--- src/rtl/wr_reg_dest_queue.sv ---
// Write-register destination select plus in-order pending-destination FIFO.
// Exposes per-source hazard flags against every queued destination.

module wr_dest_match #(
  parameter int W = 5
) (
  input  logic         vld,
  input  logic [W-1:0] dest,
  input  logic [W-1:0] src_a,
  input  logic [W-1:0] src_b,
  output logic         hit_a,
  output logic         hit_b
);
  // $zero is never a hazard even though it may sit in the queue
  assign hit_a = vld && (dest == src_a) && (src_a != '0);
  assign hit_b = vld && (dest == src_b) && (src_b != '0);
endmodule

module wr_reg_dest_queue #(
  parameter int REG_ADDR_W = 5,
  parameter int DEPTH      = 4,
  parameter int RA_ADDR    = 31,
  parameter int SP_ADDR    = 29
) (
  input  logic                        clk,
  input  logic                        reset,
  input  logic [1:0]                  selector,
  input  logic [REG_ADDR_W-1:0]       rt_field,
  input  logic [15:0]                 offset,
  input  logic                        issue_valid,
  output logic                        issue_ready,
  input  logic                        retire,
  input  logic                        flush,
  output logic [REG_ADDR_W-1:0]       wr_addr,
  output logic                        wr_valid,
  input  logic [REG_ADDR_W-1:0]       src_a,
  input  logic [REG_ADDR_W-1:0]       src_b,
  output logic                        hazard_a,
  output logic                        hazard_b,
  output logic [$clog2(DEPTH):0]      count,
  output logic                        full,
  output logic                        empty
);
  localparam int PTR_W = $clog2(DEPTH);
  localparam int CNT_W = PTR_W + 1;

  logic [DEPTH-1:0][REG_ADDR_W-1:0] entry_q;
  logic [DEPTH-1:0]                 vld_q;
  logic [PTR_W-1:0]                 rd_ptr, wr_ptr;
  logic [CNT_W-1:0]                 cnt;
  logic [REG_ADDR_W-1:0]            rd_addr, sel_addr;
  logic [DEPTH-1:0]                 hit_a, hit_b;
  logic                             push, pop;
  logic                             unused_offset;

  assign unused_offset = ^offset;

  generate
    if (REG_ADDR_W >= 5) begin : g_rd_wide
      assign rd_addr = REG_ADDR_W'(offset[15:11]);
    end else begin : g_rd_narrow
      assign rd_addr = offset[11 +: REG_ADDR_W];
    end
  endgenerate

  always_comb begin
    sel_addr = rt_field;
    case (selector)
      2'b00:   sel_addr = rt_field;
      2'b01:   sel_addr = rd_addr;
      2'b10:   sel_addr = REG_ADDR_W'(RA_ADDR);
      default: sel_addr = REG_ADDR_W'(SP_ADDR);
    endcase
  end

  assign count       = cnt;
  assign full        = (cnt == CNT_W'(DEPTH));
  assign empty       = (cnt == '0);
  assign issue_ready = !full;
  // no retire bypass: a full queue refuses issue regardless of retire
  assign push        = issue_valid && !full;
  assign pop         = retire && !empty;

  always_ff @(posedge clk or negedge reset) begin
    if (!reset) begin
      entry_q <= '0;
      vld_q   <= '0;
      rd_ptr  <= '0;
      wr_ptr  <= '0;
      cnt     <= '0;
    end else if (flush) begin
      vld_q   <= '0;
      rd_ptr  <= '0;
      wr_ptr  <= '0;
      cnt     <= '0;
    end else begin
      if (push) begin
        entry_q[wr_ptr] <= sel_addr;
        vld_q[wr_ptr]   <= 1'b1;
        wr_ptr          <= wr_ptr + PTR_W'(1);
      end
      if (pop) begin
        vld_q[rd_ptr] <= 1'b0;
        rd_ptr        <= rd_ptr + PTR_W'(1);
      end
      cnt <= cnt + CNT_W'(push) - CNT_W'(pop);
    end
  end

  assign wr_valid = !empty;
  assign wr_addr  = empty ? '0 : entry_q[rd_ptr];

  generate
    for (genvar i = 0; i < DEPTH; i++) begin : g_match
      wr_dest_match #(.W(REG_ADDR_W)) u_match (
        .vld   (vld_q[i]),
        .dest  (entry_q[i]),
        .src_a (src_a),
        .src_b (src_b),
        .hit_a (hit_a[i]),
        .hit_b (hit_b[i])
      );
    end
  endgenerate

  assign hazard_a = |hit_a;
  assign hazard_b = |hit_b;
endmodule
--- config.mk ---
export PLATFORM = sky130hd
export DESIGN_NAME = wr_reg_dest_queue
export DESIGN_NICKNAME = d
export VERILOG_FILES = /design/src/rtl/wr_reg_dest_queue.sv
export SDC_FILE = /design/constraint.sdc
export NUM_CORES = 1
export LEC_CHECK = 0
export CORE_MARGIN = 4
export CORE_UTILIZATION = 45
export CTS_CLUSTER_DIAMETER = 40
export DETAILED_ROUTE_END_ITERATION = 6
export PLACE_DENSITY = 0.73
export SLEW_MARGIN = 20
export SYNTH_ARGS = -nofsm -noshare
export SYNTH_HDL_FRONTEND = slang
export SYNTH_SLANG_ARGS = --single-unit
--- constraint.sdc ---
create_clock -name clk -period 3.22 [get_ports clk]
set_input_delay 0.644 -clock clk [delete_from_list [all_inputs] [get_ports clk]]
set_output_delay 0.644 -clock clk [all_outputs]
set_load 0.02 [all_outputs]
### Word-level counts from Yosys, hierarchy flattened

Cells that the tools add are included.
Widths: inputs -> output; s select.

| storage, ports and cells | value |
|---|---|
| output and inout port bits | 14 |
| memory bits (read-only) | 0 |
| memories kept | 0 |
| latch bits | 0 |
| flip-flop bits (word level) | 31 |
| memory bits (writable) | 0 |

| cells by class | value |
|---|---|
| shift operators | 0 |
| bitwise operators | 4 |
| order comparisons | 4 |
| equal/unequal tests | 11 |
| reductions and logical operators | 31 |
| div/mod/pow operators | 0 |
| muxes and demuxes | 20 |
| add/sub/neg operators | 4 |
| multiply operators | 0 |

Operator list:

| cell | number |
|---|---|
| $eq 5x5->1 | 8 |
| $bwmux 20 | 1 |
| $logic_and 1x1->1 | 20 |
| $mux 4 | 4 |
| $mux 5 | 3 |
| $pmux 5 s3 | 1 |
| $bmux 5 s2 | 1 |
| $demux 5 s2 | 1 |
| $reduce_bool 5->1 | 2 |
| $mux 2 | 4 |
| $reduce_or 4->1 | 2 |
| $lt 2x3->1 const B | 2 |
| $add 2x1->2 const B | 2 |
| $and 4x4->4 | 1 |
| $demux 1 s2 | 2 |
| $ge 2x1->1 const B | 2 |
| $not 4->4 | 1 |
| $or 4x4->4 | 1 |
| $reduce_bool 2->1 | 2 |
| $add 3x1->3 | 1 |
| $eq 3x3->1 const B | 1 |
| $logic_not 3->1 | 1 |
| $mux 3 | 1 |
| $sub 3x1->3 | 1 |
| 7 further kinds | 9 |

### Logic depth before layout (Yosys ltp)

Gate-level depths: netlist (run 1).

| depth | value |
|---|---|
| word-level depth | 10 |
| gate-level depth with buffers | 12 |
| mapped depth without buffers | 11 |

### Cells and area by module

From an unflattened synthesis (run 1), not the netlist that was laid out.

| unflattened totals | value |
|---|---|
| cells, all modules | 220 |
| area, all modules | 2331.0 um2 |

Modules (own cells, without submodules):

| module | seq. area each (um2) | instances | area each (um2) | cells each |
|---|---|---|---|---|
| wr_reg_dest_queue | 775.7 | 1 | 1795.5 | 136 |
| wr_dest_match | 0.0 | 4 | 133.9 | 21 |

### Least setup slack after synthesis (run 1)

Ideal clock, no wire load.

| timing path | value |
|---|---|
| kind | register to register |
| from | register cnt[1] (netlist: count[1]) |
| to | register cnt[2] (netlist: count[2]) |
| clock period less this slack | 2.952 ns |
| arrival | 2.820 ns |
| cell stages (with the launch flop) | 12 |
| setup slack | 0.268 ns |
| path buffers | 1 |
| path through | dfrtp_1 > nor3_1 > nor2b_1 > buf_2 > ha_1 > inv_1 > ha_1 > inv_1 > fa_1 > xor2_1 > xnor2_1 > nor2_1 |

RTL lines:

| element | line | text |
|---|---|---|
| start: declaration | 50 | `logic [CNT_W-1:0] cnt;` |
| start signal: assignment | 106 | `cnt <= cnt + CNT_W'(push) - CNT_W'(pop);` |
| $logic_not 3->1 | 78 | `assign empty = (cnt == '0);` |
| via empty | 42 | `output logic empty` |
| $logic_not 1->1 | 82 | `assign pop = retire && !empty;` |
| $logic_and 1x1->1 | 82 |  |
| $sub 3x1->3 | 106 |  |
| $mux 3 | 91 | `end else if (flush) begin` |

The timed path passes the listed nets, and every way through them passes these cells.
A chain may end at the register's enable or synchronous reset.

### Worst setup path in the final report (run 1)

| timing path | value |
|---|---|
| from | input port src_a[1] |
| to | output port hazard_a |

| between the ends | value |
|---|---|
| cells in the longest elaborated chain, start to end | 4 |

RTL lines:

| element | line | text |
|---|---|---|
| start: declaration | 36 | `input logic [REG_ADDR_W-1:0] src_a,` |
| $eq 5x5->1 | 15 | `assign hit_a = vld && (dest == src_a) && (src_a != '0);` |
| $logic_and 1x1->1 (2 in series) | 15 |  |
| $reduce_or 4->1 (*) | 126 | `assign hazard_a = \|hit_a;` |
| end: declaration | 38 | `output logic hazard_a,` |

Every way passes the cells marked *; elsewhere a longest branch is shown, timed or not.

==> metrics, run 1 <==
Yosys top cell area share 0.3379; routability congestion estimate ~0.83; critical path launch point type input pin; 1st-iter DRT viols 45; first-pass GRT wire length between 8000 and 9000 um; Post-synth EDFFs 0; unrepaired setup endpoints after global routing no; hpwl dp around 4100 um; Multi-input gate area around 1400 sq um; Top FF cell, synth dfrtp_1; fin nets 291; TritonCTS Sinks 31; Final Skew about 0.0040 ns; LEAKAGE 1.284 nW; outcome completed; largest cells by area after synthesis dfrtp_1 34%, mux2_4 13%, xor2_1 13%, ha_1 5.4%, mux4_2 4.9%; Starting Density 0.4766; pin count of the biggest net entering global routing 32; Commonest cells post-synth 33 x xor2_1, 31 x dfrtp_1, 20 x mux2_4; Post-Syn Instances roughly 200; Worst Hold Class reg2reg; fin worst setup slack between 0.2 and 0.25 ns; WL per Instance 16.17 um; Max VDD drop 302.9 uV; GRT Util Overall 0.1766; via count 1584; worst path required time about 2.6 ns; Site Rows 25; Slew HR 0.5764; Post-route DRC 0; TritonCTS clock tree built; fin area approximately 2900 sq um; total wire length around 5000 um; DP Worst Slack -0.2000 ns; Die W approximately 79 um; Worst Path Class, Setup in2out; H-tree Lvls 2; area growth from synthesis to layout 25.72%; I/O Buffers 40; number of global-route vias before repair between 1.5k and 2k; Final period util 0.9349; root buf cell clkbuf_8; initial antenna violation count 0; final slew viol count 0; worst endpoint data arrival time between 2 and 2.5 ns; Cell Pwr Density between 700 and 800 nW/um^2; sequential share of the synthesized area 0.3379; total nets after synthesis 250; synthesized flop and latch total 31; clock latency on the worst-skew pair about 0.28 ns; Unique masters post-synth 31; Max clock buf depth 2; met1 usage 0.2313; Die ar. between 6000 and 7000 sq um; FMAX 332.2 MHz; CTS Buf Count 5; Global Route met3 Usage 0.03386; syn avg cell area 11.42 sq um; Critical Path Fanout Max 5; Syn Std Cell Area 2296 sq um; Async SR Flop Fraction 1.000; # fillers 439; gr ovfl total 0; height of the die just under 80 um; layout cells sized above 1 0.2149; Cells after DPL just over 300; area post-placement 2786 sq um; M2 GR Usage 0.2855; ANT nets after route 0; num ports 52; Yosys warnings 0; Non-Filler Instances between 300 and 400; Worst Max-Slew Pin Slew around 0.63 ns; Clock transition at path regs ~0.060 ns; count of final setup violators 0; minimum clock period roughly 3 ns; DR pass1 iterations 4; R2R Setup Slk 0.69 ns; most instantiated library cell after synthesis xor2_1; final hold violations 0; # Max-Cap Violations 0; post-DR vias/cell about 5; most used routing layer in global routing met2; core box area approximately 4800 sq um; post-CTS setup buffer count 0; crit end category output pin; register cell area after layout ~780 sq um; n_diodes 0; post-synth top area cell dfrtp_1
## layer usage
| metal | part of all wire | up-vias |
|---|---|---|
| li1 | - | 768 |
| met1 | 0.47 | 770 |
| met2 | 0.47 | 39 |
| met3 | 0.034 | 7 |
| met4 | 0.023 | 0 |
| met5 | 0 | - |
## cell type report
class | count | area share
Clock buffer | 6 | 0.02861
Clock inverter | 1 | 0.001734
Inverter | 9 | 0.01430
Multi-Input combinational cell | 145 | 0.4950
Sequential cell | 31 | 0.2687
Tap cell | 67 | 0.02904
Timing Repair Buffer | 50 | 0.1625
## flip-flops by register name, indices dropped and copies added, names as in the netlist
name / flops
entry_q: 20
vld_q: 4
count: 3
rd_ptr: 2
wr_ptr: 2
## path summary, 6_finish.rpt
| check | cells after the start | endpoint | start |
|---|---|---|---|
| setup reg to reg | 11 | count[2]$_DFF_PN0_ | count[1]$_DFF_PN0_ |
| hold / removal | 2 | wr_ptr[1]$_DFFE_PN0P_ | wr_ptr[1]$_DFFE_PN0P_ |
| hold reg to reg | 2 | wr_ptr[1]$_DFFE_PN0P_ | wr_ptr[1]$_DFFE_PN0P_ |
| setup / recovery | 8 | hazard_a | src_a[1] |
| min in group asynchronous | 2 | count[0]$_DFF_PN0_ | reset |
| max in group asynchronous | 2 | vld_q[1]$_DFF_PN0_ | reset |
## kinds of logic (layout without fill, tap and decap cells)
logic type | count (synthesis) | after routing | share of synthesized area
simple gates | 48 | 48 | 0.1510
xor+xnor | 44 | 44 | 0.1678
flops | 31 | 31 | 0.3379
mux | 26 | 26 | 0.1842
buf+inv | 25 | 66 | 0.04795
compound gates | 16 | 16 | 0.04795
fa+ha+maj | 11 | 11 | 0.06322
## per-stage QoR
stage | util | TNS, ns | power (mW) | hold slack [ns]
floorplan | - | 0 | 1.569 | 0.3484
global placement | 0.5784 | -0.2367 | 1.944 | 0.5557
detailed placement | 0.5784 | -0.3234 | 1.984 | 0.5647
CTS | 0.5992 | 0 | 2.313 | 0.5729
global route | 0.5992 | 0 | 2.455 | 0.5991
finish | 0.5992 | 0 | 2.289 | 0.5797
## where the power goes
part	total (mW)	internal [mW]	switching, mW
Sequential	0.807	0.544	0.263
Clock	0.302	0.167	0.135
Combinational	1.18	0.684	0.496
Total	2.29	1.40	0.894
## cell usage in the layout, fill, tap and decap left out, types with 2 or more instances in the layout
cell type        netlist  routed
a211o_1                4       4
a211oi_1               4       4
a21oi_1                6       6
buf_4                  0      10
clkbuf_8               0       6
clkdlybuf4s50_1        0      35
dfrtp_1               31      31
dlygate4sd2_1          0       5
ha_1                  10      10
inv_1                  8       8
mux2_4                20      20
mux4_2                 5       5
nand2_1                2       2
nand2_8                4       4
nand3_1                8       8
nand4_1                2       2
nor2_1                 5       5
nor2b_1               11      11
nor3_1                 2       2
nor4_1                 8       5
nor4_2                 0       3
o21a_1                 2       2
or4_1                  2       2
xnor2_1               11      11
xor2_1                33      33
## worst max-delay path, stage by stage
cell and delay, ns:
clkdlybuf4s50_1 0.52, buf_4 0.19, xor2_1 0.13, nor4_1 0.23, nand3_1 0.13, nand4_1 0.09, o21a_1 0.11, dlygate4sd2_1 0.33
## timing repair
item / 4_1_cts / 5_1_grt
hold buffers: 0 / 0
gates resized for setup: 8 / 0
setup endpoints to repair: 2 / 0
Power figures use the tool's default switching activity.
==> run 2: changes to the inputs <==
--- a/config.mk
+++ b/config.mk
@@ -9,7 +9,7 @@
 export CORE_UTILIZATION = 45
 export CTS_CLUSTER_DIAMETER = 40
 export DETAILED_ROUTE_END_ITERATION = 6
-export PLACE_DENSITY = 0.73
+export DONT_BUFFER_PORTS = 1
 export SLEW_MARGIN = 20
 export SYNTH_ARGS = -nofsm -noshare
 export SYNTH_HDL_FRONTEND = slang
==> run 2 against run 1 <==
Compared with the run above: combinational power shrank 22%; sequential share of layout area rose by 5.3 points; worst hold slack got worse by 0.53 ns; cell count shrank 15%; non-clock buffer count down 48; via count is 8.8% lower; fmax grew 10%; total power down 11%; register-to-register slack worse by 0.19 ns.
==> metrics, run 2 (synthesis results as in run 1) <==
outcome completed; 1st-iter DRT viols 59 (+31%); Post-route DRC 0 (unchanged); LEAKAGE 1.073 nW (-16%); n_diodes 0 (unchanged); Max VDD drop 412.9 uV (+36%); clock latency on the worst-skew pair 0.28 ns (about the same); final slew viol count 0 (unchanged); ANT nets after route 0 (unchanged); first-pass GRT wire length 8169 um (-3.0%); R2R Setup Slk 0.50 ns (-0.19 ns); GRT Util Overall 0.1723 (-0.004277); fin nets 243 (-16%); WL per Instance 18.72 um (+16%); number of global-route vias before repair 1582 (-6.7%); Crit path largest cell delay 0.56 ns (+0.04 ns); CTS Buf Count 5 (unchanged); hpwl dp 4006 um (-1.6%); Max clock buf depth 2 (unchanged); Slew HR 0.6640 (+0.08751); gr ovfl total 0 (unchanged); RR Endpoint count[2]$_DFF_PN0_; Top reg by flops entry_q; via count 1445 (-8.8%); worst endpoint data arrival time 2.90 ns (+0.53 ns); core box area 4817 sq um (unchanged); CTS Hold Buffers Added 0 (unchanged); Die W 79.43 um (unchanged); Die ar. 6309 sq um (unchanged); height of the die 79.43 um (unchanged); Final period util 0.8462 (-0.08877); commonest non-fill, non-tap cell in the layout xor2_1; Hold Worst Slack 0.04824 ns (-0.5315 ns); Worst setup startpoint count[1]$_DFF_PN0_; Cell Pwr Density 845.4 nW/um^2 (+6.6%); final hold violations 0 (unchanged); Critical Path Fanout Max 7 (+2); Worst Hold Class in2async; DR pass1 iterations 4 (unchanged); post-CTS setup buffer count 0 (unchanged); Clock transition at path regs 0.06 ns (about the same); num ports 52 (unchanged); Worst Max-Slew Pin Slew 0.5030 ns (-0.1303 ns); crit end category flop; Site Rows 25 (unchanged); area growth from synthesis to layout 5.068%; DP Worst Slack 0.4962 ns (+0.6962 ns); fin worst setup slack 0.4953 ns (+0.2858 ns); pin count of the biggest net entering global routing 32 (unchanged); Buf/Inv on CP 3 (unchanged); minimum clock period 2.725 ns (-0.2858 ns); Post-Route Utilization 0.5008 (-0.09844); critical path launch point type flop; # fillers 453 (+3.2%); Post-CTS Resized 0 (-8); worst path required time 3.40 ns (+0.82 ns); total wire length 4905 um (-1.9%); critical path's slowest cell or3b_1; routability congestion estimate 0.8347 (+0.96%); total power 2.039 mW (-11%); TritonCTS Sinks 31 (unchanged); count of final setup violators 0 (unchanged); CP Cell Sequence or3b_1 > and2_4 > inv_8 > ha_1 > inv_1 > ha_1 > inv_1 > fa_1 > xor2_1 > xnor2_1 > nor2_1; Worst Reg2Reg Path Length in Cells 11 (unchanged); initial antenna violation count 0 (unchanged); H-tree Lvls 2 (unchanged); layout cells sized above 1 0.2103 (-0.004620); # Max-Cap Violations 0 (unchanged); delay-heaviest family, CP simple AND/OR/NAND/NOR gates; Final Skew 0.004932 ns (+0.0008849 ns); Starting Density 0.4766 (unchanged); most frequent cells in the layout 33 x xor2_1, 31 x dfrtp_1, 20 x mux2_4; I/O Buffers 0 (-100%); FMAX 367.0 MHz (+10%); Setup TNS 0 ns (unchanged); root buf cell clkbuf_8; number of flip-flops in the largest register 20 (unchanged); post-DR vias/cell 5.515 (+7.6%); unrepaired setup endpoints after global routing no; TritonCTS clock tree built; Worst Path Class, Setup reg2reg; R2R Path Start count[1]$_DFF_PN0_
## run 2: cell types whose count changed in the layout (fill, tap and decap cells not counted)
cell             before  now
nor3_1                2    1
nor4_2                3    0
nor4_1                5    8
dlygate4sd2_1         5    0
buf_4                10    2
clkbuf_1              0    2
clkdlybuf4s50_1      35    0
nor3_2                0    1
clkbuf_8              6    5
## run 2: layout make-up
cell class | instances | area, sq um | share of cell area
multi-input cells | 145 | 1415 | 0.5866
flip-flops and latches | 31 | 775.7 | 0.3216
inverters | 9 | 41.29 | 0.01712
clock inverters | 1 | 5.005 | 0.002075
clock buffers | 7 | 76.32 | 0.03164
well taps | 67 | 83.83 | 0.03475
repair buffers | 2 | 15.01 | 0.006224
## run 2: worst max-delay path by stage
stage | to | slack [ns] | depth (start not counted)
detailed placement | count[2]$_DFF_PN0_ | 0.50 | 11
global route | count[2]$_DFF_PN0_ | 0.40 | 11
global placement | count[2]$_DFF_PN0_ | 0.54 | 11
CTS | count[2]$_DFF_PN0_ | 0.48 | 11
finish | count[2]$_DFF_PN0_ | 0.50 | 11
floorplan | count[2]$_DFF_PN0_ | 0.27 | 11
## run 2: through the flow
stage / cells / cell area [sq um]
after floorplan: 201 / 2296
after global placement: 254 / 2331
after detailed placement: 254 / 2331
after CTS: 262 / 2412
after global routing: 262 / 2412
final: 262 / 2412
## run 2: report_power, final
part           switching [mW]  internal [mW]
Sequential              0.279          0.544
Clock                   0.140          0.151
Combinational           0.416          0.509
## run 2: per-layer routing
metal	track usage	routed length (um)	up-vias
li1	-	-	674
met1	0.2229	2148	713
met2	0.2713	2322	47
met3	0.04402	315	11
met4	0.07560	119	0
met5	0	0	-
## run 2: worst reg2reg max path, stage by stage, from the launching register on
cell and delay, ns:
dfrtp_1 0.52, or3b_1 0.56, and2_4 0.26, inv_8 0.08
ha_1 0.22, inv_1 0.06, ha_1 0.14, inv_1 0.05
fa_1 0.37, xor2_1 0.16, xnor2_1 0.15, nor2_1 0.05
==> run 3: changes to the inputs <==
==> constraint.sdc (replaced) <==
create_clock -name clk -period 2.8 [get_ports clk]
set_input_delay 0.56 -clock clk [delete_from_list [all_inputs] [get_ports clk]]
set_output_delay 0.56 -clock clk [all_outputs]
set_load 0.02 [all_outputs]
==> run 3 against run 2 <==
Compared with the run above: utilization grew 0.86 points; critical path depth did not move; via count up 1.1%; highest routed layer unchanged; design area up 1.7%; count of clock-buffer cells in the layout fell by 1; cell count grew 0.76%; largest power group unchanged; first-iteration DRC count is 42% higher; global-route usage grew 0.96 points; clock power increased by 21%; non-clock buffer count is 3 higher; register-to-register slack worse by 0.26 ns; clock skew is 0.0017 ns lower.
==> metrics, run 3 (synthesis results as in run 1) <==
outcome completed; post-DR vias/cell 5.534 (+0.34%); Max clock buf depth 2 (unchanged); Post-Route Utilization 0.5094 (+0.008572); worst path required time 2.97 ns (-0.43 ns); initial antenna violation count 0 (unchanged); hpwl dp 4129 um (+3.1%); Buf/Inv on CP 3 (unchanged); pin count of the biggest net entering global routing 32 (unchanged); Site Rows 25 (unchanged); critical path's slowest cell nor2b_1; met1 usage 0.2408 (+0.01797); final hold violations 0 (unchanged); Global Route met3 Usage 0.03725 (-0.006772); Starting Density 0.4766 (unchanged); area post-placement 2346 sq um (+0.64%); Final Skew 0.003262 ns (-0.001670 ns); crit end category flop; GRT Util Overall 0.1819 (+0.009599); post-CTS setup buffer count 0 (unchanged); WL per Instance 19.34 um (+3.3%); first-pass GRT wire length 8625 um (+5.6%); TritonCTS clock tree built; n_diodes 0 (unchanged); Max VDD drop 565.7 uV (+37%); commonest non-fill, non-tap cell in the layout xor2_1; CTS Hold Buffers Added 1 (+1); M2 GR Usage 0.3005 (+0.02922); total wire length 5107 um (+4.1%); delay-heaviest family, CP adder cells; routability congestion estimate 0.9738 (+17%); I/O Buffers 0 (unchanged); Die W 79.43 um (unchanged); FMAX 389.2 MHz (+6.0%); Top reg by flops entry_q; most frequent cells in the layout 33 x xor2_1, 31 x dfrtp_1, 20 x mux2_4; critical path launch point type flop; TritonCTS Sinks 31 (unchanged); Post-route DRC 0 (unchanged); Worst Max-Slew Pin Slew 0.6688 ns (+0.1658 ns); worst endpoint data arrival time 2.74 ns (-0.16 ns); unrepaired setup endpoints after global routing no; DP Worst Slack 0.2445 ns (-0.2517 ns); CP Cell Sequence buf_4 > nor3_2 > nor2b_1 > ha_1 > inv_1 > ha_1 > inv_1 > fa_1 > xor2_1 > xnor2_1 > nor2_1; ANT nets after route 0 (unchanged); Worst Path Class, Setup reg2reg; minimum clock period 2.569 ns (-0.1553 ns); final slew viol count 0 (unchanged); clock latency on the worst-skew pair 0.28 ns (about the same); Critical Path Fanout Max 7 (unchanged); root buf cell clkbuf_8; CTS Buf Count 5 (unchanged); R2R Path Start count[1]$_DFF_PN0_; Slew HR 0.5532 (-0.1108); num ports 52 (unchanged); Worst setup startpoint count[1]$_DFF_PN0_; core box area 4817 sq um (unchanged); most used routing layer in global routing met2; fin worst setup slack 0.2306 ns (-0.2647 ns); layout cells sized above 1 0.2284 (+0.01817); fin nets 246 (+1.2%); # Max-Cap Violations 0 (unchanged); Crit path largest cell delay 0.53 ns (-0.03 ns); total power 2.414 mW (+18%); Final period util 0.9176 (+0.07147); Setup TNS 0 ns (unchanged); 1st-iter DRT viols 84 (+42%); fin area 2454 sq um (+1.7%); number of global-route vias before repair 1579 (-0.19%); gr ovfl total 0 (unchanged); Cell Pwr Density 983.7 nW/um^2 (+16%); via count 1461 (+1.1%); Clock transition at path regs 0.07 ns (about the same); Die ar. 6309 sq um (unchanged); number of flip-flops in the largest register 20 (unchanged); Post-CTS Resized 0 (unchanged); height of the die 79.43 um (unchanged); Worst Hold Class in2async; area growth from synthesis to layout 6.866%; DR pass1 iterations 4 (unchanged); LEAKAGE 1.098 nW (+2.3%); H-tree Lvls 2 (unchanged); count of final setup violators 0 (unchanged)
## run 3: changes by cell type in the layout (fill, tap and decap cells not counted), sizes merged
cell,change
clkbuf,-1
buf,+3
## run 3: layout make-up
class / instances / area [sq um]
multi-input cells: 145 / 1415
inverters: 9 / 41.29
fillers: 460 / 2364
repair buffers: 5 / 50.05
flip-flops and latches: 31 / 775.7
clock inverters: 1 / 5.005
clock buffers: 6 / 82.58
well taps: 67 / 83.83
## run 3: worst paths after layout
| kind | end | slack [ns] | cells past startpoint |
|---|---|---|---|
| setup reg to reg | count[2]$_DFF_PN0_ | 0.23 | 11 |
| max in group asynchronous | entry_q[12]$_DFFE_PN0P_ | 2.53 | 1 |
| setup / recovery | count[2]$_DFF_PN0_ | 0.23 | 11 |
| hold / removal | entry_q[14]$_DFFE_PN0P_ | 0.10 | 1 |
| min in group clk | count[0]$_DFF_PN0_ | 0.34 | 1 |
| hold reg to reg | wr_ptr[1]$_DFFE_PN0P_ | 0.58 | 2 |
## run 3: power breakdown
part	internal (mW)	switching, mW	total [mW]
combinational	0.602	0.539	1.14
sequential	0.626	0.294	0.920
clock	0.192	0.159	0.352
total	1.42	0.993	2.41
## run 3: layer usage
layer	share of wire	wire length, um
met2	0.49	2522
met4	0.011	56
met1	0.43	2174
met5	0	0
met3	0.069	354
## run 3: per-stage QoR
stage	hold slack, ns	std cells
after global routing	0.09967	264
after floorplan	0.2644	201
final	0.1039	264
after CTS	0.09701	264
after detailed placement	0.2650	256
after global placement	0.2652	256
